[config.mk]
export PLATFORM = sky130hd
export DESIGN_NAME = bram_selftest
export DESIGN_NICKNAME = d
export VERILOG_FILES = /design/src/rtl/bram_selftest.sv
export SDC_FILE = /design/constraint.sdc
export NUM_CORES = 2
export LEC_CHECK = 0
export BUFFER_PORTS_ARGS = -buffer_cell sky130_fd_sc_hd__buf_2
export CAP_MARGIN = 20
export CORE_MARGIN = 2
export CORE_UTILIZATION = 60
export DETAILED_ROUTE_END_ITERATION = 7
export GPL_TIMING_DRIVEN = 0
export MAX_ROUTING_LAYER = met4
export PLACE_DENSITY = 0.87
export SYNTH_ARGS = -nofsm -noshare
export SYNTH_HDL_FRONTEND = slang
export SYNTH_SLANG_ARGS = --single-unit
export TNS_END_PERCENT = 10
[constraint.sdc]
create_clock -name hw_clk -period 17.9 [get_ports hw_clk]
set_input_delay 2.685 -clock hw_clk [delete_from_list [all_inputs] [get_ports hw_clk]]
set_output_delay 2.685 -clock hw_clk [all_outputs]
set_load 0.1 [all_outputs]
[src/rtl/bram_selftest.sv]
// Block-RAM write/readback self-test: fills the RAM from a pattern generator,
// reads it back through the registered port and reports pass/fail status.
module bram_selftest #(
  parameter int DATA_W = 8,
  parameter int ADDR_W = 8
) (
  input  logic              hw_clk,
  input  logic              rst_n,
  input  logic              start,
  input  logic [1:0]        pattern,
  input  logic [DATA_W-1:0] seed,
  input  logic              inject_en,
  input  logic [ADDR_W-1:0] inject_addr,
  output logic              busy,
  output logic              done,
  output logic              pass,
  output logic [ADDR_W:0]   err_count,
  output logic [ADDR_W-1:0] first_err_addr,
  output logic              io0
);

  localparam int DEPTH = 2**ADDR_W;

  localparam logic [2:0] S_IDLE  = 3'd0;
  localparam logic [2:0] S_WRITE = 3'd1;
  localparam logic [2:0] S_READ  = 3'd2;
  localparam logic [2:0] S_DRAIN = 3'd3;
  localparam logic [2:0] S_DONE  = 3'd4;

  typedef struct packed {
    logic [1:0]        pattern;
    logic [DATA_W-1:0] seed;
    logic              inject_en;
    logic [ADDR_W-1:0] inject_addr;
  } cfg_t;

  // Address is zero-extended or truncated to the word width before use.
  function automatic logic [DATA_W-1:0] pat_f(input logic [1:0]        sel,
                                              input logic [DATA_W-1:0] sd,
                                              input logic [ADDR_W-1:0] a);
    logic [DATA_W+ADDR_W-1:0] wide;
    logic [DATA_W-1:0]        ax;
    logic [DATA_W-1:0]        alt;
    wide = {{DATA_W{1'b0}}, a};
    ax   = wide[DATA_W-1:0];
    alt  = '0;
    for (int i = 0; i < DATA_W; i++) alt[i] = (((DATA_W-1-i) % 2) == 0) ^ a[0];
    case (sel)
      2'd0:    pat_f = ax;
      2'd1:    pat_f = ~ax;
      2'd2:    pat_f = sd + ax;
      default: pat_f = alt;
    endcase
  endfunction

  logic [2:0]        state_q, state_d;
  logic [ADDR_W-1:0] addr_q, addr_d;
  cfg_t              cfg_q, cfg_d;
  logic [ADDR_W:0]   err_q, err_d;
  logic [ADDR_W-1:0] fea_q, fea_d;
  logic              seen_q, seen_d;
  logic              drain_q, drain_d;

  // Read-alignment stage: expected word and address travel with the RAM read.
  logic              vld_q;
  logic [DATA_W-1:0] exp_q;
  logic [ADDR_W-1:0] eaddr_q;

  logic [DATA_W-1:0] mem_q [DEPTH];
  logic [DATA_W-1:0] rd_q;

  logic [DATA_W-1:0] pat_cur;
  logic [DATA_W-1:0] wdata;
  logic              we, re, last, mismatch;

  always_comb begin
    pat_cur  = pat_f(cfg_q.pattern, cfg_q.seed, addr_q);
    wdata    = pat_cur ^ {{(DATA_W-1){1'b0}},
                          (cfg_q.inject_en && (addr_q == cfg_q.inject_addr))};
    we       = (state_q == S_WRITE);
    re       = (state_q == S_READ);
    last     = &addr_q;
    mismatch = vld_q && (rd_q != exp_q);
  end

  always_comb begin
    state_d = state_q;
    addr_d  = addr_q;
    cfg_d   = cfg_q;
    err_d   = err_q;
    fea_d   = fea_q;
    seen_d  = seen_q;
    drain_d = drain_q;

    if (mismatch) begin
      err_d = err_q + (ADDR_W+1)'(1);
      if (!seen_q) begin
        fea_d  = eaddr_q;
        seen_d = 1'b1;
      end
    end

    case (state_q)
      S_IDLE, S_DONE: begin
        if (start) begin
          state_d           = S_WRITE;
          addr_d            = '0;
          err_d             = '0;
          fea_d             = '0;
          seen_d            = 1'b0;
          cfg_d.pattern     = pattern;
          cfg_d.seed        = seed;
          cfg_d.inject_en   = inject_en;
          cfg_d.inject_addr = inject_addr;
        end
      end
      S_WRITE: begin
        addr_d = addr_q + ADDR_W'(1);
        if (last) state_d = S_READ;
      end
      S_READ: begin
        addr_d  = addr_q + ADDR_W'(1);
        drain_d = 1'b0;
        if (last) state_d = S_DRAIN;
      end
      S_DRAIN: begin
        drain_d = 1'b1;
        if (drain_q) state_d = S_DONE;
      end
      default: state_d = S_IDLE;
    endcase
  end

  always_ff @(posedge hw_clk or negedge rst_n) begin
    if (!rst_n) begin
      state_q <= S_IDLE;
      addr_q  <= '0;
      cfg_q   <= '0;
      err_q   <= '0;
      fea_q   <= '0;
      seen_q  <= 1'b0;
      drain_q <= 1'b0;
      vld_q   <= 1'b0;
      exp_q   <= '0;
      eaddr_q <= '0;
    end else begin
      state_q <= state_d;
      addr_q  <= addr_d;
      cfg_q   <= cfg_d;
      err_q   <= err_d;
      fea_q   <= fea_d;
      seen_q  <= seen_d;
      drain_q <= drain_d;
      vld_q   <= re;
      exp_q   <= pat_cur;
      eaddr_q <= addr_q;
    end
  end

  // RAM contents are deliberately left unreset so the array maps to block RAM.
  always_ff @(posedge hw_clk) begin
    if (we) mem_q[addr_q] <= wdata;
    if (re) rd_q <= mem_q[addr_q];
  end

  always_comb begin
    busy           = (state_q == S_WRITE) || (state_q == S_READ) || (state_q == S_DRAIN);
    done           = (state_q == S_DONE);
    pass           = done && (err_q == '0);
    err_count      = err_q;
    first_err_addr = fea_q;
    io0            = pass;
  end

endmodule

==> impl_metrics.json <==
{
  "outcome": "finished with violations",
  "failed_checks": "design-rule violations",
  "grt_setup_unrepaired": "no",
  "clk_pin_slew_ps": 70,
  "netlist_instances": 3799,
  "place_congestion": 0.986,
  "post-cts-setup-buffer-count": 0,
  "total_power_uw": 18600,
  "worst_pin_slew_ps": 1310,
  "hold_violations": 0,
  "multi_input_area_mm2": 0.0172,
  "rr_endpoint": "mem_q[117][5]$_DFFE_PP_",
  "die_width_um": 373,
  "min_from": "addr_q[2]$_DFFE_PN0P_",
  "synth_area_per_cell_um2": 21.5,
  "grt_pass1_wl_um": 357000,
  "crit_slowest_cell": "clkbuf_2",
  "grt_usage_pct": 38.2,
  "ff2ff_path_depth": 10,
  "clock_latency_ps": 860,
  "worst-path-max-fanout": 12,
  "core_area_mm2": 0.135,
  "final-max-slew-violation-count": 0,
  "crit_type": "reg2reg",
  "h-tree-depth": 4,
  "fillers": 7232,
  "hold_depth": 0,
  "crit_chain": "buf_2 > buf_2 > buf_2 > buf_1 > inv_1 > ha_1 > and2_1 > nand2_1 > clkbuf_2 > nor2_1",
  "crit_path_max_incr_delay_ps": 980,
  "maxSlewHeadroom_pct": 12.6,
  "timing.fmax_mhz": 162,
  "tns_ps": 0,
  "portBuffers": 42,
  "dp_hpwl_um": 150000,
  "yosysTopAreaCellShare_pct": 75.6,
  "ir_drop_mv": 0.185,
  "routed_wl_um": 257000,
  "die_h_um": 373,
  "drc": 4,
  "power_density_mw_per_mm2": 203,
  "crit_path_end_kind": "flop",
  "cts-root-buf": "clkbuf_16",
  "final_util_pct": 68.0,
  "synth_most_common_cell": "edfxtp_1",
  "path_buf_inv": 6,
  "grt_max_degree": 67,
  "crit_required_ps": 18370,
  "grt_pass1_vias": 46600,
  "min_path_type": "reg2reg",
  "area_delta_synth_final_pct": 12.5,
  "rrSetupSlack_ps": 11720,
  "final-seq-area_mm2": 0.0634,
  "worstHoldEndpoint": "eaddr_q[2]$_DFF_PN0_",
  "cts_sinks": 2122,
  "drtIter0Drc": 10000,
  "avgRoutedWirePerCell_um": 42.1,
  "start_util_pct": 60.4,
  "cp.depth": 10,
  "netlist_area_mm2": 0.0817,
  "fin_ws_ps": 11720,
  "worstPathArrival_ps": 6650,
  "dp_slack_ps": 12380,
  "firstDrtPassIters": 8,
  "ys_top_cells_by_count": "2056 x edfxtp_1, 512 x mux4_2, 308 x nor2_1, 136 x a22oi_1, 131 x clkbuf_1",
  "setup-violations-final": 0,
  "drive_above_1_share_pct": 23.9,
  "yosysSeqAreaShare_pct": 77.6,
  "final.min_clock_period_ps": 6180,
  "crit_top_cell": "buf_2",
  "fin_nets": 4161,
  "ys_warn_count": 0,
  "fin_crit_sh_pct": 34.5,
  "row_count": 135,
  "synth_area_leaders": "edfxtp_1 76%, mux4_2 14%, dfrtp_1 2.0%, nor2_1 1.4%, a22oi_1 1.2%",
  "vias": 47100,
  "synth-edff-count": 2056,
  "skew_ps": 37.9,
  "async_flop_share_pct": 3.11,
  "drtAntennaViolNets": 0,
  "synth_flop_cell": "edfxtp_1",
  "yosysTopAreaCell": "edfxtp_1",
  "numCtsBuffers": 196,
  "cts.hold.buffers_added": 0,
  "setup.worst_path.start_class": "flop",
  "viasPerCell": 7.72,
  "leakagePower_uw": 0.0288,
  "dieArea_mm2": 0.139,
  "grt_overflow": 0,
  "yosysUniqueCellTypes": 48,
  "io_pins": 43,
  "ys_ff_latch": 2122,
  "syn-num-nets": 3835,
  "drv_cap": 0,
  "reg2reg_from": "addr_q[1]$_DFFE_PN0P_",
  "clock_path_buffers": 3,
  "antenna_found_initial": 27,
  "critical_path.top_delay_family": "buffers and inverters",
  "cts_resized": 0,
  "tritoncts": "built"
}
==> how the worst max path moves through the flow <==
stage,start,to
6_report,addr_q[1]$_DFFE_PN0P_,mem_q[117][5]$_DFFE_PP_
5_1_grt,addr_q[1]$_DFFE_PN0P_,mem_q[85][2]$_DFFE_PP_
4_1_cts,addr_q[3]$_DFFE_PN0P_,mem_q[143][3]$_DFFE_PP_
3_5_place_dp,addr_q[3]$_DFFE_PN0P_,mem_q[143][4]$_DFFE_PP_
3_3_place_gp,addr_q[1]$_DFFE_PN0P_,mem_q[198][1]$_DFFE_PP_
2_1_floorplan,addr_q[1]$_DFFE_PN0P_,mem_q[0][7]$_DFFE_PP_
==> state kept, by name, indices dropped and copies added (netlist names) <==
signal,count
mem_q,2048
cfg_q,19
err_count,9
addr_q,8
eaddr_q,8
exp_q,8
first_err_addr,8
rd_q,8
state_q,3
drain_q,1
seen_q,1
vld_q,1
==> per-layer routing <==
metal | routed length [µm] | track usage, %
met5 | 0 | -
met4 | 24900 | 27.2
met3 | 43200 | 15.4
met2 | 115000 | 55.4
met1 | 73900 | 43.2
==> metrics by stage <==
step | cells | hold slack (ps) | area, µm²
finish | 6105 | 424 | 92000
CTS | 6055 | 420 | 91800
global route | 6095 | 448 | 91900
detailed placement | 5701 | 403 | 85700
floorplan | 3799 | 375 | 81700
global placement | 5622 | 392 | 84200
==> report_power, final <==
part           switching, µW  total [µW]  internal [µW]
registers               82.3        7300           7220
logic                   4980        7190           2200
clock network           1890        4150           2260
==> worst reg2reg max path, stage by stage, from the launching register on <==
cell and delay [ps]:
dfrtp_1 550, buf_2 410, buf_2 540, buf_2 480, buf_1 690, inv_1 250, ha_1 250, and2_1 170
nand2_1 960, clkbuf_2 980, nor2_1 510
==> cells in the final DEF (no fill, tap or decap), types with 64 or more instances in the layout <==
cell type	n
edfxtp_1	2056
mux4_2	512
nor2_1	308
clkbuf_16	202
clkbuf_1	167
a22oi_1	136
buf_2	92
a21oi_1	75
dfrtp_1	66
a22o_1	64
a221oi_1	64
==> cell families after synthesis <==
family | Yosys count | share of synthesized area [%]
AO/OA/AOI/OAI | 417 | 3.76
buffers and inverters | 247 | 1.44
adder cells (fa/ha/maj) | 14 | 0.224
flip-flops | 2122 | 77.6
AND/OR/NAND/NOR | 421 | 2.11
XOR/XNOR | 38 | 0.407
multiplexers | 540 | 14.5
==> cell type report <==
type                    instances  area share (%)
diodes                         43           0.117
repair buffers                128            1.85
clock inverters               107           0.957
well taps                    1781            2.42
flip-flops and latches       2122            68.9
clock buffers                 247            5.68
multi-input cells            1430            18.7
inverters                       9          0.0367
plain buffers                 238            1.26
(Power assumes the default switching activity.)
